$ cat src/rtl/serial_paralelo_rx_pkg.sv
// ---------------------------------------------------------------------------
// serial_paralelo_rx_pkg
// Constants and types shared by the serial receiver and the matching tx
// serializer: the default comma/idle symbol, the link state encoding and
// the counter widths.
// ---------------------------------------------------------------------------
package serial_paralelo_rx_pkg;

  // Idle symbol the transmitter emits while it has no valid data.
  localparam logic [7:0] COM_DEFAULT = 8'hBC;

  // Bit position within a byte slot (0..7).
  localparam int BIT_CNT_W = 3;

  // Count of consecutive aligned commas seen while aligning.
  localparam int BC_CNT_W = 4;

  typedef enum logic [1:0] {
    SEARCH = 2'd0,
    ALIGN  = 2'd1,
    ACTIVE = 2'd2
  } link_state_t;

endpackage

$ cat src/rtl/serial_paralelo_rx_com_detector.sv
// ---------------------------------------------------------------------------
// com_detector
// 8-bit left-shifting deserializer with a comma comparator. The byte that
// completes on this cycle (including the bit currently on data_i) is exposed
// combinationally so the receiver can act on it at the same edge that
// samples its last bit.
//
// Ports:
//   clk_i      bit-rate clock
//   rst_ni     synchronous active-low reset
//   data_i     serial input, MSB first
//   sr_next_o  byte formed by the last 7 stored bits plus data_i
//   is_com_o   sr_next_o equals the comma symbol
// ---------------------------------------------------------------------------
module com_detector
  import serial_paralelo_rx_pkg::*;
#(
  parameter logic [7:0] COM = COM_DEFAULT
) (
  input  logic       clk_i,
  input  logic       rst_ni,
  input  logic       data_i,
  output logic [7:0] sr_next_o,
  output logic       is_com_o
);

  logic [7:0] sr_q;

  assign sr_next_o = {sr_q[6:0], data_i};
  assign is_com_o  = (sr_next_o == COM);

  always_ff @(posedge clk_i) begin
    if (!rst_ni) begin
      sr_q <= 8'h00;
    end else begin
      sr_q <= sr_next_o;
    end
  end

endmodule

$ cat src/rtl/serial_paralelo_rx.sv
// ---------------------------------------------------------------------------
// serial_paralelo_rx
// Serial-to-parallel receiver. Hunts bit by bit for the comma symbol, then
// requires BC_COUNT consecutive byte-aligned commas before declaring the
// link active. Once active, every byte slot produces a strobe; non-comma
// bytes are presented on data_out with valid_out set, comma bytes clear
// valid_out and leave data_out unchanged. The link stays active until reset.
//
// Ports:
//   clk_32f      bit-rate clock, all logic on rising edge
//   reset        synchronous active-low reset
//   data_in      serial bit stream, MSB first
//   data_out     last received non-comma byte
//   valid_out    data_out was received in the most recent byte slot
//   byte_strobe  one-cycle pulse per completed aligned byte (ACTIVE only)
//   active       alignment achieved
// ---------------------------------------------------------------------------
module serial_paralelo_rx
  import serial_paralelo_rx_pkg::*;
#(
  parameter logic [7:0] COM      = COM_DEFAULT,
  parameter int         BC_COUNT = 4
) (
  input  logic       clk_32f,
  input  logic       reset,
  input  logic       data_in,
  output logic [7:0] data_out,
  output logic       valid_out,
  output logic       byte_strobe,
  output logic       active
);

  logic [7:0] sr_next;
  logic       is_com;

  com_detector #(
    .COM (COM)
  ) u_com_detector (
    .clk_i     (clk_32f),
    .rst_ni    (reset),
    .data_i    (data_in),
    .sr_next_o (sr_next),
    .is_com_o  (is_com)
  );

  link_state_t          state_q, state_d;
  logic [BIT_CNT_W-1:0] bit_cnt_q, bit_cnt_d;
  logic [BC_CNT_W-1:0]  bc_cnt_q, bc_cnt_d;
  logic [7:0]           data_q, data_d;
  logic                 valid_q, valid_d;
  logic                 strobe_q, strobe_d;
  logic                 active_q, active_d;

  logic                 boundary;
  logic [BC_CNT_W-1:0]  bc_inc;

  // The last bit of an aligned byte arrives when the slot counter reads 7.
  assign boundary = (bit_cnt_q == BIT_CNT_W'(7));
  assign bc_inc   = bc_cnt_q + BC_CNT_W'(1);

  always_comb begin
    state_d   = state_q;
    bit_cnt_d = bit_cnt_q;
    bc_cnt_d  = bc_cnt_q;
    data_d    = data_q;
    valid_d   = valid_q;
    strobe_d  = 1'b0;

    case (state_q)
      SEARCH: begin
        // Bit-granular hunt: any bit offset may start an aligned byte.
        bit_cnt_d = '0;
        if (is_com) begin
          state_d  = ALIGN;
          bc_cnt_d = BC_CNT_W'(1);
        end
      end

      ALIGN: begin
        bit_cnt_d = bit_cnt_q + BIT_CNT_W'(1);
        if (boundary) begin
          if (is_com) begin
            bc_cnt_d = bc_inc;
            if (bc_inc == BC_CNT_W'(BC_COUNT)) begin
              // The locking comma itself produces no strobe.
              state_d = ACTIVE;
            end
          end else begin
            state_d  = SEARCH;
            bc_cnt_d = '0;
          end
        end
      end

      ACTIVE: begin
        bit_cnt_d = bit_cnt_q + BIT_CNT_W'(1);
        if (boundary) begin
          strobe_d = 1'b1;
          if (!is_com) begin
            data_d  = sr_next;
            valid_d = 1'b1;
          end else begin
            valid_d = 1'b0;
          end
        end
      end

      default: begin
        state_d  = SEARCH;
        bc_cnt_d = '0;
      end
    endcase

    active_d = (state_d == ACTIVE);
  end

  always_ff @(posedge clk_32f) begin
    if (!reset) begin
      state_q   <= SEARCH;
      bit_cnt_q <= '0;
      bc_cnt_q  <= '0;
      data_q    <= 8'h00;
      valid_q   <= 1'b0;
      strobe_q  <= 1'b0;
      active_q  <= 1'b0;
    end else begin
      state_q   <= state_d;
      bit_cnt_q <= bit_cnt_d;
      bc_cnt_q  <= bc_cnt_d;
      data_q    <= data_d;
      valid_q   <= valid_d;
      strobe_q  <= strobe_d;
      active_q  <= active_d;
    end
  end

  assign data_out    = data_q;
  assign valid_out   = valid_q;
  assign byte_strobe = strobe_q;
  assign active      = active_q;

endmodule

$ cat config.mk
export PLATFORM = sky130hd
export DESIGN_NAME = serial_paralelo_rx
export DESIGN_NICKNAME = d
export VERILOG_FILES = /design/src/rtl/serial_paralelo_rx_pkg.sv /design/src/rtl/serial_paralelo_rx_com_detector.sv /design/src/rtl/serial_paralelo_rx.sv
export SDC_FILE = /design/constraint.sdc
export NUM_CORES = 1
export LEC_CHECK = 0
export ABC_AREA = 1
export BUFFER_PORTS_ARGS = -buffer_cell sky130_fd_sc_hd__buf_2
export CORE_MARGIN = 1.5
export CORE_UTILIZATION = 35
export CTS_CLUSTER_SIZE = 24
export DETAILED_ROUTE_END_ITERATION = 6
export GPL_TIMING_DRIVEN = 0
export PLACE_DENSITY = 0.58
export SLEW_MARGIN = 0
export SYNTH_ARGS = -nofsm -noshare
export SYNTH_HDL_FRONTEND = slang
export SYNTH_SLANG_ARGS = --single-unit
$ cat constraint.sdc
create_clock -name clk_32f -period 1.7 [get_ports clk_32f]
set_clock_uncertainty 0.15 [all_clocks]
set_input_delay 0.085 -clock clk_32f [delete_from_list [all_inputs] [get_ports clk_32f]]
set_output_delay 0.085 -clock clk_32f [all_outputs]
set_load 0.02 [all_outputs]
Yosys cells after proc, flatten, opt, wreduce, memory -nomap -nowiden:

Cells that the tools add are included.

* register bits after elaboration: 27
* bits in latches: 0
* memory bits (writable): 0
* memory bits (read-only): 0
* input bits: 3
* output and inout port bits: 11
* logic and storage cells: 39
* memories: 0

* add/sub/neg operators: 2
* multiply operators: 0
* div/mod/pow operators: 0
* $lt $le $gt $ge: 0
* equality and inequality tests: 8
* shift-type cells: 0
* multiplexer cells: 12
* bitwise gates (word level): 2
* reduce and logical (&&, ||, !) cells: 7

Operators with widths (count)
* $mux 4: 3
* $pmux 4 s3: 1
* $eq 8x8->1 const B: 1
* $mux 2: 4
* $pmux 2 s3: 1
* $pmux 3 s2: 1
* $reduce_and 3->1: 2
* $add 4x1->4 const B: 1
* $eq 2x2->1 const B: 2
* $eq 4x3->1 const B: 1
* $ne 2x2->1 const B: 2
* $reduce_and 2->1: 2
* $add 3x1->3 const B: 1
* $eq 3x3->1 const B: 1
* $eq 2x1->1 const B: 1
* $logic_not 2->1: 1
* $mux 1: 2
* $not 1->1: 2
* $reduce_bool 2->1: 1
* $reduce_or 2->1: 1

Longest topological paths before layout:

Gate-level depths: netlist (run 1).

* depth in word-level cells: 7
* gate-level depth with buffers: 11
* depth with buffers taken out: 11

Cells and area by module:

Synthesis (run 1) repeated with hierarchy kept, for this count alone.

* cell total of the unflattened synthesis: 157
* area, all modules: 1192.4 um^2

Modules (own cells, without submodules)
* serial_paralelo_rx: instances 1, cells an instance 125, area each 952.2 um^2, seq. area each 400.4 um^2
* com_detector: instances 1, cells an instance 32, area each 240.2 um^2, seq. area each 140.1 um^2

Worst setup path before layout (run 1):

OpenSTA, ideal clock, no wires.

* path kind: register to register
* start point: reg bit_cnt_q[0]
* end point: reg bc_cnt_q[1]
* library setup time: 0.118 ns
* arrival: 1.296 ns
* data required time: 1.432 ns
* setup slack: 0.136 ns
* stages on the path, launching flop included: 8
* path buffers: 0
* period minus slack after synthesis: 1.564 ns
* cell sequence: dfxtp_1 -> ha_1 -> ha_1 -> or2_2 -> nand2_1 -> a21oi_4 -> o21ai_1 -> nor2_1

* longest elaborated chain between the ends: 3

Ends and longest elaborated chain
* start: declaration: line serial_paralelo_rx.sv:47 `logic [BIT_CNT_W-1:0] bit_cnt_q, bit_cnt_d;`
* start signal: assignment: line serial_paralelo_rx.sv:128 `bit_cnt_q <= bit_cnt_d;`
* $eq 3x3->1: line serial_paralelo_rx.sv:58 `assign boundary = (bit_cnt_q == BIT_CNT_W'(7));`
* net boundary: line serial_paralelo_rx.sv:54 `logic boundary;`
* $ne 2x2->1 (no source line)
* $reduce_and 3->1 (no source line)
* end signal: assignment: line serial_paralelo_rx.sv:129 `bc_cnt_q <= bc_cnt_d;`
* end: declaration: line serial_paralelo_rx.sv:48 `logic [BC_CNT_W-1:0] bc_cnt_q, bc_cnt_d;`

The timed path passes the listed nets, and every way through them passes these cells.
A chain may end at the register's enable or synchronous reset.

Worst setup path in the final report (run 1):

Same ends and word-level chain as after synthesis.

==> impl_results.md, run 1 <==
- Status: finished, final reports clean
- Post-detailed-route DRC marker count: 0
- Worst reg-to-reg path cell count: 8
- CTS tree: done
- Worst Setup Slack, final: 0.106 ns
- Drt total wl: 2330 um
- Final min period: 1.59 ns
- Hold slack: 0.288 ns
- DRT antenna net count: 0
- R2R Setup Slk: 0.11 ns
- YS warnings: 0
- Clk pin slew, worst setup/hold paths: 0.15 ns
- Min-Delay Endpoint: u_com_detector.sr_q[6]
- Row Count: 21
- Pwr Total: 0.00105 W
- P_leak: 0.706 nW
- Dpl cells: 221
- CTS Sinks: 27
- First-pass GRT wire length: 3930 um
- Reg-to-reg endpoint: bc_cnt_q[1]
- Worst-margin pin slew: 0.384 ns
- Fillers: 357
- Clock insertion delay at the later pin of the skew report: 0.32 ns
- Min-Delay Path Class: reg2reg
- Largest net degree at the start of global routing: 17
- CP arrival: 1.67 ns
- Mapped Nets: 174
- Post-CTS setup buffers: 0
- Wire per inst: 10.3 um
- Area grow syn2layout: 17.9%
- Worst Hold Launch: u_com_detector.sr_q[5]
- CTS max path bufs: 2
- Crit path kind: reg2reg
- Max-slew violation count: 0
- CP endpoint kind: flip-flop
- Initial antenna violation count: 0
- Worst Hold Path Cells: 2
- Cells after synthesis: 162
- IO Pins: 14
- Final Hold Vio Count: 0
- Total number of vias: 1006
- Die Y: 61.7 um
- GRT Overall Usage: 13.8%
- Gp weighted congestion: 0.802
- DR iter-0 viols: 12
- Crit path max fanout: 7
- Die Width: 61.7 um
- Pwr Density: 737 nW/um2
- Setup-failing EPs final: 0
- Number of global-route vias before repair: 891
- Nets@finish: 194
- Synth cell types: 19
- Syn Area/Cell: 7.45 um2
- # H-tree levels: 1
- Sequential share of the synthesized area: 44.8%
- Critical path required time: 1.78 ns
- Filler-free cell count of the finished design: 227
- Ant. Diodes: 0
- Number of detailed-route iterations in the first pass: 4
- Dpl hpwl: 1670 um
- Max-Slew Margin vs Limit: 74.4%
- Dpl ws: 0.0250 ns
- Top achievable clock speed: 0.627 GHz
- Area of the multi-input gates: 588 um2
- Synth Cell Area: 1210 um2
- Die Footprint: 3810 um2
- Reg area: 549 um2
- Crit share post-route: 93.8%
- Seq cells post-synth: 27
- Root Buffer: clkbuf_4
- Max VDD drop: 401 uV
- Congestion Overflow GR: 0
- Core ar.: 3310 um2
- Initial Utilization: 36.4%
- CTS Buf Count: 3
- I/O Buffers: 13
- Avg Vias per Cell: 4.43
- Max cap viols: 0
- Reg2Reg Launch Point: bit_cnt_q[0]
- Startpoint class of the critical path: flip-flop
- Post-layout util: 43.0%
- Share of layout cells above drive strength 1: 19.9%
[report_power, final]
| group | total, W | internal, W | switching, W |
|---|---|---|---|
| clock | 0.000277 | 0.0000897 | 0.000187 |
| sequential | 0.000673 | 0.000653 | 0.0000198 |
| combinational | 0.0000993 | 0.0000385 | 0.0000608 |
[synthesized netlist by cell type, drive strengths merged]
cell	number	share of area, %
buf	1	0.62
nand2	42	13
o21ai	12	5.0
or2	1	0.52
a211oi	1	0.62
dfxtp	27	45
clkbuf	1	0.31
inv	25	7.8
nand3	6	2.5
clkinv	1	0.31
ha	9	9.3
a21oi	10	5.4
nor2	25	9.0
nand4	1	0.52
[sequential cells by signal, indices dropped and copies added, names as in the netlist]
register             cells
bc_cnt_q                 4
active                   1
data_out                 8
byte_strobe              1
state_q                  2
valid_out                1
bit_cnt_q                3
u_com_detector.sr_q      7
[critical path, stage by stage (launching register included)]
cell,delay (ns)
dfxtp_2,0.37
ha_1,0.16
ha_2,0.22
or2_4,0.15
nand2_2,0.06
a21oi_4,0.19
nand2_1,0.08
o21ai_1,0.08
nor2_1,0.05
[logic make-up after synthesis]
| group | count (synthesis) | share of synthesized area (%) |
|---|---|---|
| simple gates | 75 | 25.8 |
| compound gates | 23 | 11.0 |
| buf+inv | 28 | 9.02 |
| flops | 27 | 44.8 |
| fa+ha+maj | 9 | 9.34 |
[worst max path at each step]
stage                       from     endpoint  slack (ns)  cells past startpoint
floorplan           bit_cnt_q[0]  bc_cnt_q[1]        0.14                      7
global placement    bit_cnt_q[0]       active        0.04                      7
detailed placement    state_q[1]  bc_cnt_q[1]        0.03                      9
CTS                   state_q[1]  bc_cnt_q[1]       0.007                      9
global route        bit_cnt_q[0]  bc_cnt_q[2]       -0.03                      8
finish              bit_cnt_q[0]  bc_cnt_q[1]        0.11                      8
[layout make-up]
class | instances | area share (%)
Inverter | 26 | 6.86
Clock buffer | 3 | 1.58
Timing Repair Buffer | 15 | 5.98
Sequential cell | 27 | 38.6
Multi-Input combinational cell | 107 | 41.3
Buffer | 2 | 1.06
Clock inverter | 1 | 0.528
Tap cell | 46 | 4.05
[placed cells by master, fill, tap and decap left out, types with 6 or more instances in the layout]
master   netlist  routed
a21oi_1        8       7
nand3_1        6       6
dfxtp_1       27      22
o21ai_0        8       8
ha_1           9       6
inv_1         25      25
nand2_1       41      38
buf_2          0      13
nor2_1        23      23
[what timing repair did]
item	4_1_cts	5_1_grt
hold buffers	2	0
endpoints found under the setup margin	0	14
hold endpoints to repair	7	0
resized for setup	0	16
[per-layer routing]
metal	GRT usage, %	part of all wire, %	vias to the layer above
met3	2.48	1.5	2
met5	0	0	-
met2	22.7	49	6
met4	4.56	0.99	0
li1	-	-	535
met1	18.4	49	463
[per-stage QoR]
stage	setup TNS [ns]	area, um2
2_1_floorplan	0	1210
3_3_place_gp	0	1330
3_5_place_dp	0	1330
4_1_cts	0	1380
5_1_grt	-0.0284	1420
6_report	0	1420
(Power assumes the default switching activity.)
==> run 2: changes to the inputs <==
CORE_UTILIZATION = 55   (was 35)
PLACE_DENSITY = 0.82   (was 0.58)
==> run 2 against run 1 <==
Worst setup slack better by 0.0082 ns; register-to-register slack about the same; via count up 0.99%; worst hold slack worse by 0.0063 ns; die area down 35%; core utilization up 25 points; combinational power down 2.3%; wire length down 3.3%; cell area down 3.5%; sequential share of layout area up 1.2 points; clock power about the same; fmax up 0.51%; critical path type unchanged.
==> impl_results.md, run 2 (same netlist as run 1, synthesis figures left out) <==
- Avg Vias per Cell: 4.88 (was 4.43)
- Final min period: 1.59 ns (about the same)
- Pwr Density: 760 nW/um2 (was 737 nW/um2)
- Largest register FFs: 8 (unchanged)
- Number of global-route vias before repair: 945 (was 891)
- Row Count: 16 (was 21)
- DR iter-0 viols: 19 (was 12)
- I/O Buffers: 13 (unchanged)
- Initial Utilization: 59.7% (was 36.4%)
- Root Buffer: clkbuf_4 (unchanged)
- First-pass GRT wire length: 3810 um (was 3930 um)
- GRT Overall Usage: 19.8% (was 13.8%)
- Dpl hpwl: 1710 um (was 1670 um)
- Setup-failing EPs final: 0 (unchanged)
- Gp weighted congestion: 0.759 (was 0.802)
- Total number of vias: 1016 (was 1006)
- Worst reg-to-reg path cell count: 7 (was 8)
- Worst Hold Path Cells: 2 (unchanged)
- Final Hold Vio Count: 0 (unchanged)
- Commonest cells after routing, fill and taps aside: nand2_1 (39), inv_1 (25), dfxtp_1 (24) (was nand2_1 (38), inv_1 (25), nor2_1 (23))
- Top achievable clock speed: 0.630 GHz (was 0.627 GHz)
- Post-detailed-route DRC marker count: 0 (unchanged)
- CP endpoint kind: flip-flop (unchanged)
- # H-tree levels: 1 (unchanged)
- Setup_tns: 0 ns (unchanged)
- Largest net degree at the start of global routing: 16 (was 17)
- CTS Buf Count: 3 (unchanged)
- Wire per inst: 10.8 um (was 10.3 um)
- Max cap viols: 0 (unchanged)
- Fillers: 167 (was 357)
- Drt total wl: 2250 um (was 2330 um)
- Post-CTS setup buffers: 0 (unchanged)
- Crit path kind: reg2reg (unchanged)
- Crit share post-route: 93.3% (was 93.8%)
- Core ar.: 2020 um2 (was 3310 um2)
- Commonest non-fill, non-tap cell in the layout: nand2_1 (unchanged)
- Clock insertion delay at the later pin of the skew report: 0.33 ns (was 0.32 ns)
- Max VDD drop: 661 uV (was 401 uV)
- Nets@finish: 194 (unchanged)
- Clk pin slew, worst setup/hold paths: 0.15 ns (about the same)
- Dpl ws: 0.0327 ns (was 0.0250 ns)
- CTS Sinks: 27 (unchanged)
- CTS max path bufs: 2 (unchanged)
- CP arrival: 1.67 ns (about the same)
- DRT antenna net count: 0 (unchanged)
- Fin area: 1370 um2 (was 1420 um2)
- P_leak: 0.712 nW (was 0.706 nW)
- Area grow syn2layout: 13.8% (was 17.9%)
- Worst-margin pin slew: 0.366 ns (was 0.384 ns)
- Pwr Total: 0.00104 W (was 0.00105 W)
- Status: finished, final reports clean (unchanged)
- Initial antenna violation count: 0 (unchanged)
- R2R Setup Slk: 0.11 ns (about the same)
- Number of detailed-route iterations in the first pass: 5 (was 4)
- Startpoint class of the critical path: flip-flop (unchanged)
- Placed Area: 1310 um2 (was 1330 um2)
- Share of layout cells above drive strength 1: 16.6% (was 19.9%)
- Ant. Diodes: 0 (unchanged)
- Die Footprint: 2480 um2 (was 3810 um2)
- Critical path required time: 1.79 ns (was 1.78 ns)
- Die Width: 49.8 um (was 61.7 um)
- Worst Setup Slack, final: 0.114 ns (was 0.106 ns)
- Die Y: 49.8 um (was 61.7 um)
- Crit path max fanout: 7 (unchanged)
- Max-slew violation count: 0 (unchanged)
- CTS tree: done (unchanged)
- Congestion Overflow GR: 0 (unchanged)
- Max-Slew Margin vs Limit: 75.6% (was 74.4%)
- IO Pins: 14 (unchanged)
- Min-Delay Path Class: reg2reg (unchanged)
==> run 2: cell types whose count changed in the layout (fill, tap and decap cells not counted), sizes merged <==
cell	change
clkinv	+1
clkinvlp	-1
==> run 2: per-stage QoR <==
stage	instances	util, %	hold slack (ns)
2_1_floorplan	162	-	0.0285
3_3_place_gp	202	64.5	0.126
3_5_place_dp	202	64.5	0.131
4_1_cts	208	66.9	0.289
5_1_grt	208	67.9	0.314
6_report	208	67.9	0.282
==> run 2: layout make-up <==
class / count / area [um2] / area share (%)
multi-input combinational: 107 / 567 / 41.3
sequential: 27 / 547 / 39.8
inverter: 26 / 97.6 / 7.11
timing repair buffer: 15 / 85.1 / 6.20
tap: 27 / 33.8 / 2.46
clock buffer: 3 / 22.5 / 1.64
buffer: 2 / 15.0 / 1.09
clock inverter: 1 / 5.00 / 0.365
==> run 2: what timing repair did <==
| item | CTS | global route |
|---|---|---|
| hold buffers | 2 | 0 |
| endpoints found under the hold margin | 7 | 0 |
| resized for setup | 0 | 9 |
| setup endpoints to repair | 0 | 11 |
==> run 2: worst paths after layout <==
| path | start | end |
|---|---|---|
| min reg2reg | u_com_detector.sr_q[5] | u_com_detector.sr_q[6] |
| max | bit_cnt_q[0] | bc_cnt_q[2] |
| max reg2reg | bit_cnt_q[0] | bc_cnt_q[2] |
| min | u_com_detector.sr_q[5] | u_com_detector.sr_q[6] |
==> run 2: per-layer routing <==
metal	GRT usage [%]	wire length [um]	vias to the layer above
met5	0	0	-
li1	-	-	538
met3	5.45	89	2
met4	5.56	15	0
met2	35.6	1120	18
met1	22.7	1030	458
==> run 2: worst max-delay path: stages (launching register included) <==
cell,delay (ns)
dfxtp_2,0.35
ha_1,0.19
ha_1,0.21
or2_4,0.28
nand2_2,0.09
a21oi_4,0.06
o21ai_1,0.13
nor2_1,0.05
==> run 2: power by group <==
| part | switching, W | total, W | internal [W] |
|---|---|---|---|
| combinational | 0.0000594 | 0.0000970 | 0.0000376 |
| sequential | 0.0000187 | 0.000672 | 0.000653 |
| clock | 0.000186 | 0.000274 | 0.0000884 |
